File: config.mk
export PLATFORM = sky130hd
export DESIGN_NAME = md_sequencer
export DESIGN_NICKNAME = d
export VERILOG_FILES = /design/src/rtl/md_sequencer_pkg.sv /design/src/rtl/md_sequencer_engine.sv /design/src/rtl/md_sequencer.sv
export SDC_FILE = /design/constraint.sdc
export NUM_CORES = 1
export LEC_CHECK = 0
export ABC_AREA = 1
export ABC_CLOCK_PERIOD_IN_PS = 3200
export CORE_ASPECT_RATIO = 1.1
export CORE_MARGIN = 3
export CORE_UTILIZATION = 40
export DETAILED_ROUTE_END_ITERATION = 10
export GPL_TIMING_DRIVEN = 0
export SYNTH_ARGS = -nofsm -noshare
export SYNTH_HDL_FRONTEND = slang
export SYNTH_SLANG_ARGS = --single-unit
export TNS_END_PERCENT = 50
File: constraint.sdc
create_clock -name clk -period 3.2 [get_ports clk]
set_clock_uncertainty 0.1 [all_clocks]
set_input_delay 0.32 -clock clk [delete_from_list [all_inputs] [get_ports clk]]
set_output_delay 0.32 -clock clk [all_outputs]
set_load 0.005 [all_outputs]
File: src/rtl/md_sequencer_pkg.sv
// Shared encodings for the multiply/divide sequencer: FSM states and
// the operation type latched at issue.
package md_sequencer_pkg;

    typedef enum logic [1:0] {
        ST_IDLE = 2'd0,
        ST_CALC = 2'd1,
        ST_FIX  = 2'd2
    } md_state_e;

    typedef enum logic [1:0] {
        OP_MULT  = 2'd0,
        OP_MULTU = 2'd1,
        OP_DIV   = 2'd2,
        OP_DIVU  = 2'd3
    } md_op_e;

    function automatic md_op_e md_op_decode(input logic is_mult, input logic is_unsigned);
        return md_op_e'({~is_mult, is_unsigned});
    endfunction

endpackage

File: src/rtl/md_sequencer_engine.sv
// Iterative radix-2 datapath: shift-add multiply and restoring divide on
// magnitudes, with the sign/div-by-zero fix presented combinationally.
module md_engine
    import md_sequencer_pkg::*;
#(
    parameter int WIDTH = 32
) (
    input  logic             clk,
    input  logic             rst_n,
    input  logic             load_i,
    input  logic             step_i,
    input  logic             fix_i,
    input  logic [1:0]       op_i,
    input  logic [WIDTH-1:0] op_a_i,
    input  logic [WIDTH-1:0] op_b_i,
    output logic [WIDTH-1:0] res_hi_o,
    output logic [WIDTH-1:0] res_lo_o,
    output logic             dbz_o
);

    localparam int W2 = 2 * WIDTH;

    logic [W2-1:0]    acc_q, acc_d;
    logic [WIDTH-1:0] mcand_q, orig_a_q;
    logic             is_mult_q, neg_res_q, neg_rem_q, dbz_q;

    md_op_e           op_e;
    logic             signed_op, mult_op, a_neg, b_neg;
    logic [WIDTH-1:0] abs_a, abs_b;
    logic [WIDTH:0]   add_sum, sub_diff;

    always_comb begin
        op_e      = md_op_e'(op_i);
        signed_op = (op_e == OP_MULT) || (op_e == OP_DIV);
        mult_op   = (op_e == OP_MULT) || (op_e == OP_MULTU);
        a_neg     = signed_op & op_a_i[WIDTH-1];
        b_neg     = signed_op & op_b_i[WIDTH-1];
        // The most-negative value negates to itself, which read unsigned is 2^(WIDTH-1).
        abs_a     = a_neg ? -op_a_i : op_a_i;
        abs_b     = b_neg ? -op_b_i : op_b_i;
    end

    always_comb begin
        add_sum  = {1'b0, acc_q[W2-1:WIDTH]} + (acc_q[0] ? {1'b0, mcand_q} : '0);
        sub_diff = acc_q[W2-1:WIDTH-1] - {1'b0, mcand_q};
        if (is_mult_q) begin
            acc_d = {add_sum, acc_q[WIDTH-1:1]};
        end else if (!sub_diff[WIDTH]) begin
            acc_d = {sub_diff[WIDTH-1:0], acc_q[WIDTH-2:0], 1'b1};
        end else begin
            acc_d = {acc_q[W2-2:0], 1'b0};
        end
    end

    always_ff @(posedge clk or negedge rst_n) begin
        if (!rst_n) begin
            acc_q     <= '0;
            mcand_q   <= '0;
            orig_a_q  <= '0;
            is_mult_q <= 1'b0;
            neg_res_q <= 1'b0;
            neg_rem_q <= 1'b0;
            dbz_q     <= 1'b0;
        end else if (load_i) begin
            // Multiply: {product_hi, multiplier}. Divide: {remainder, dividend/quotient}.
            acc_q     <= mult_op ? {{WIDTH{1'b0}}, abs_b} : {{WIDTH{1'b0}}, abs_a};
            mcand_q   <= mult_op ? abs_a : abs_b;
            orig_a_q  <= op_a_i;
            is_mult_q <= mult_op;
            neg_res_q <= a_neg ^ b_neg;
            neg_rem_q <= a_neg & ~mult_op;
            dbz_q     <= ~mult_op & (op_b_i == '0);
        end else if (step_i) begin
            acc_q <= acc_d;
        end else if (fix_i) begin
            // Working state is scrubbed on the same edge the result is retired.
            acc_q     <= '0;
            mcand_q   <= '0;
            orig_a_q  <= '0;
            neg_res_q <= 1'b0;
            neg_rem_q <= 1'b0;
            dbz_q     <= 1'b0;
        end
    end

    always_comb begin
        res_hi_o = '0;
        res_lo_o = '0;
        if (dbz_q) begin
            res_hi_o = orig_a_q;
            res_lo_o = '1;
        end else if (is_mult_q) begin
            {res_hi_o, res_lo_o} = neg_res_q ? -acc_q : acc_q;
        end else begin
            res_lo_o = neg_res_q ? -acc_q[WIDTH-1:0] : acc_q[WIDTH-1:0];
            res_hi_o = neg_rem_q ? -acc_q[W2-1:WIDTH] : acc_q[W2-1:WIDTH];
        end
    end

    assign dbz_o = dbz_q;

endmodule

File: src/rtl/md_sequencer.sv
// Multiply/divide sequencer: issue FSM, iteration counter, Hi/Lo registers,
// decode stall and the MFHI/MFLO read mux.
//
// state | meaning
// IDLE  | waiting for an issue; Hi/Lo readable without stall
// CALC  | one engine iteration per cycle, cnt counts down to 0
// FIX   | sign/div-by-zero correction visible, done pulse, Hi/Lo written on exit
module md_sequencer
    import md_sequencer_pkg::*;
#(
    parameter int WIDTH = 32
) (
    input  logic             clk,
    input  logic             rst_n,
    input  logic             md_start_i,
    input  logic             md_is_mult_i,
    input  logic             md_is_unsigned_i,
    input  logic [WIDTH-1:0] op_a_i,
    input  logic [WIDTH-1:0] op_b_i,
    input  logic             lhr_ren_i,
    input  logic             lhr_is_hi_i,
    output logic [WIDTH-1:0] rdata_o,
    output logic             busy_o,
    output logic             stall_o,
    output logic             done_o,
    output logic             div_by_zero_o
);

    localparam int CNT_W = (WIDTH > 1) ? $clog2(WIDTH) : 1;

    md_state_e        state_q;
    logic [CNT_W-1:0] cnt_q;
    logic [WIDTH-1:0] hi_q, lo_q;
    logic             busy_q, done_q, dbz_q;

    logic             eng_load, eng_step, eng_fix, eng_dbz;
    logic [WIDTH-1:0] eng_hi, eng_lo;

    assign eng_load = (state_q == ST_IDLE) & md_start_i;
    assign eng_step = (state_q == ST_CALC);
    assign eng_fix  = (state_q == ST_FIX);

    md_engine #(.WIDTH(WIDTH)) u_engine (
        .clk      (clk),
        .rst_n    (rst_n),
        .load_i   (eng_load),
        .step_i   (eng_step),
        .fix_i    (eng_fix),
        .op_i     (md_op_decode(md_is_mult_i, md_is_unsigned_i)),
        .op_a_i   (op_a_i),
        .op_b_i   (op_b_i),
        .res_hi_o (eng_hi),
        .res_lo_o (eng_lo),
        .dbz_o    (eng_dbz)
    );

    always_ff @(posedge clk or negedge rst_n) begin
        if (!rst_n) begin
            state_q <= ST_IDLE;
            cnt_q   <= '0;
            hi_q    <= '0;
            lo_q    <= '0;
            busy_q  <= 1'b0;
            done_q  <= 1'b0;
            dbz_q   <= 1'b0;
        end else begin
            case (state_q)
                ST_IDLE: begin
                    if (md_start_i) begin
                        state_q <= ST_CALC;
                        cnt_q   <= CNT_W'(WIDTH - 1);
                        busy_q  <= 1'b1;
                    end
                end
                ST_CALC: begin
                    if (cnt_q == '0) begin
                        state_q <= ST_FIX;
                        done_q  <= 1'b1;
                        dbz_q   <= eng_dbz;
                    end else begin
                        cnt_q <= cnt_q - CNT_W'(1);
                    end
                end
                ST_FIX: begin
                    state_q <= ST_IDLE;
                    busy_q  <= 1'b0;
                    done_q  <= 1'b0;
                    dbz_q   <= 1'b0;
                    hi_q    <= eng_hi;
                    lo_q    <= eng_lo;
                end
                default: begin
                    state_q <= ST_IDLE;
                    busy_q  <= 1'b0;
                    done_q  <= 1'b0;
                    dbz_q   <= 1'b0;
                end
            endcase
        end
    end

    assign busy_o        = busy_q;
    assign done_o        = done_q;
    assign div_by_zero_o = dbz_q;
    assign stall_o       = busy_q & (md_start_i | lhr_ren_i);
    assign rdata_o       = lhr_is_hi_i ? hi_q : lo_q;

endmodule

==> flow_metrics.env <==
export IMPL_vias_per_cell=5.47
export IMPL_die_w_microns=218
export IMPL_grt_pass1_vias=21200
export IMPL_drc=0
export IMPL_ios=107
export IMPL_status="completed"
export IMPL_vias=22600
export IMPL_hp_class="input port to async pin"
export IMPL_nets=3609
export IMPL_worstReg2RegStart="u_engine.acc_q[0]$_DFFE_PN0P_"
export IMPL_synthFlopType="dfrtp_1"
export IMPL_first_pass_iters=6
export IMPL_cts_tree="built"
export IMPL_fin_crit_sh_pct=96.2
export IMPL_synth_sequential_area_ratio_pct=26.1
export IMPL_finalCoreUtilization_pct=46.8
export IMPL_clock_sinks=206
export IMPL_rows=84
export IMPL_path_class="register to register"
export IMPL_n_antenna_cell=0
export IMPL_post_drt_wl_per_cell_microns=22.8
export IMPL_final_common_cell="nand2_1"
export IMPL_drtAntennaViolNets=0
export IMPL_setup_slack_ps=122
export IMPL_postSynthAreaPerCell_sq_um=5.93
export IMPL_drt_iter0_markers=2448
export IMPL_vdd_drop_max_mv=0.571
export IMPL_power_leakage_nw=12.1
export IMPL_grtUsageTotal_pct=35.3
export IMPL_rsz0062_at_grt="no"
export IMPL_htree_num_levels=1
export IMPL_slew_viol_final=0
export IMPL_area_growth_pct=14.4
export IMPL_place_gp_congestion=1.04
export IMPL_rr_endpoint="hi_q[0]$_DFFE_PN0P_"
export IMPL_initial_core_util_pct=40.9
export IMPL_clk_path_buf_depth=3
export IMPL_setup_viol=0
export IMPL_numCtsBuffers=25
export IMPL_layout_min_cycle_time_ps=3080
export IMPL_r2r_setup_slack_ps=120
export IMPL_endpoint_kind="register"
export IMPL_ys_seq_elements=206
export IMPL_synthesis_area_sq_um=19700
export IMPL_worstPathRequired_ps=3570
export IMPL_dp_hpwl_microns=77700
export IMPL_clk_root_buffer_cell="clkbuf_16"
export IMPL_maxCapViolations=0
export IMPL_synthTopCellsByArea="dfrtp_1, nand2_1, inv_1"
export IMPL_finalPower_mw=27.3
export IMPL_critPathMaxFanout=7
export IMPL_overflow=0
export IMPL_core_sq_um=48200
export IMPL_hold_viol=0
export IMPL_timing_fmax_ghz=0.325
export IMPL_synth_top_cell_by_area="dfrtp_1"
export IMPL_arrival_ps=3450
export IMPL_synth_top_cell_area_share_pct=26.1
export IMPL_async_flop_share_pct=100
export IMPL_antenna_found_initial=1
export IMPL_clk_pin_slew_ps=70
export IMPL_synth_nets=3473
export IMPL_die_h_microns=239
export IMPL_clkLatencyLatePin_ps=580
export IMPL_dp_slack_ps=-104
export IMPL_slew_headroom_pct=21.3
export IMPL_grt_max_degree=107
export IMPL_synth_edf_count=0
export IMPL_port_buffer_count=105
export IMPL_grt_pass1_wl_microns=136000
export IMPL_yosys_warnings=0
export IMPL_syn_inst=3330
export IMPL_dieArea_sq_um=52000
export IMPL_setup_tns_ps=0
export IMPL_final_cell_mix="nand2_1, inv_1, nor2_1"
export IMPL_layout_drive_gt1_share_pct=4.19
export IMPL_p_per_area_nw_per_um2=1210
export IMPL_design_area_sq_um=22600
export IMPL_worst_pin_slew_ps=1180
export IMPL_ys_types=52
export IMPL_place_area_sq_um=21600
export IMPL_cp_start_kind="register"
export IMPL_wl_microns=93900
export IMPL_reg2reg_depth=13
cell type report:
cell class                      count  area (sq um)
Tap cell                          645           807
Timing Repair Buffer              109          1110
Fill cell                        5390         25700
Clock buffer                       32           702
Inverter                          599          2250
Sequential cell                   206          5160
Buffer                            109           478
Clock inverter                     10           196
Multi-Input combinational cell   2416         11900
power by group:
part / leakage, nW / switching, mW / internal (mW) / total [mW]
Combinational: 9.08 / 12.6 / 5.98 / 18.6
Clock: 0.439 / 1.28 / 1.95 / 3.23
Sequential: 2.59 / 1.75 / 3.73 / 5.49
Total: 12.1 / 15.6 / 11.7 / 27.3
per-stage QoR:
step | cells | hold WS (ps)
floorplan | 3330 | -75.6
global placement | 4080 | 360
detailed placement | 4081 | 352
CTS | 4124 | 332
global route | 4126 | 360
finish | 4126 | 272
critical path, stage by stage, from the launching register on:
cell      delay [ps]
dfrtp_1          360
clkbuf_4         190
inv_2            170
ha_1             250
nand3_1          150
nor2_2           180
inv_1             80
nor2_1           240
nand4_1          320
o21bai_2         280
xor2_1           340
nand2_1          150
nand2_1          110
nand2_1           50
metal layers:
layer  global-route usage, %  vias up  share of wire, %
met5                       0        -                 0
met4                    16.7        0               5.6
met3                    5.87      220               8.9
met2                    53.9     1066                43
met1                    48.7    10500                43
li1                        -    10800                 -
flip-flops by register name, indices dropped and copies added, names as in the netlist, 2 cells and up:
| name | flops |
|---|---|
| cnt_q | 5 |
| hi_q | 32 |
| lo_q | 32 |
| state_q | 2 |
| u_engine.acc_q | 64 |
| u_engine.mcand_q | 32 |
| u_engine.orig_a_q | 32 |
synthesized netlist by cell type (7+ instances only):
| library cell | n |
|---|---|
| buf_2 | 27 |
| nand3b_1 | 21 |
| o21ai_1 | 27 |
| o21ai_0 | 141 |
| nor2_2 | 9 |
| nor2_1 | 266 |
| inv_2 | 15 |
| clkbuf_1 | 66 |
| dfrtp_1 | 206 |
| nor3_1 | 35 |
| mux2_2 | 13 |
| o211ai_1 | 34 |
| inv_1 | 579 |
| xor2_1 | 56 |
| a22oi_1 | 12 |
| o22ai_1 | 44 |
| nand4_1 | 42 |
| buf_1 | 11 |
| ha_1 | 70 |
| a21oi_1 | 199 |
| nand3_1 | 265 |
| nand2_1 | 1082 |
| o221ai_1 | 7 |
| xnor2_1 | 23 |
timing repair:
item | CTS | global route
setup buffers | 0 | 2
setup endpoints to repair | 7 | 33
gates cloned | 0 | 0
resized for setup | 1 | 13
pin swaps | 0 | 0
hold buffers | 1 | 0
hold endpoints to repair | 105 | 0
logic make-up after synthesis:
family | Yosys count | synth area share (%)
AOI/OAI and AO/OA | 499 | 14.2
xor gates and xnor gates | 79 | 3.51
adders and majority gates | 72 | 4.64
buffers and inverters | 708 | 13.8
DFF | 206 | 26.1
muxes | 13 | 0.742
and+or+nand+nor | 1753 | 37.0
worst max-delay path by stage:
stage,startpoint,end,depth (start not counted),slack (ps)
finish,u_engine.acc_q[0]$_DFFE_PN0P_,hi_q[0]$_DFFE_PN0P_,13,120
global route,u_engine.acc_q[32]$_DFFE_PN0P_,u_engine.acc_q[42]$_DFFE_PN0P_,18,2
CTS,u_engine.acc_q[31]$_DFFE_PN0P_,u_engine.acc_q[42]$_DFFE_PN0P_,18,2
detailed placement,u_engine.acc_q[0]$_DFFE_PN0P_,u_engine.acc_q[59]$_DFFE_PN0P_,21,-100
global placement,rst_n,hi_q[29]$_DFFE_PN0P_,1,-7590
floorplan,u_engine.acc_q[0]$_DFFE_PN0P_,u_engine.acc_q[59]$_DFFE_PN0P_,21,630
No activity file was read; power rests on OpenSTA's default activity.
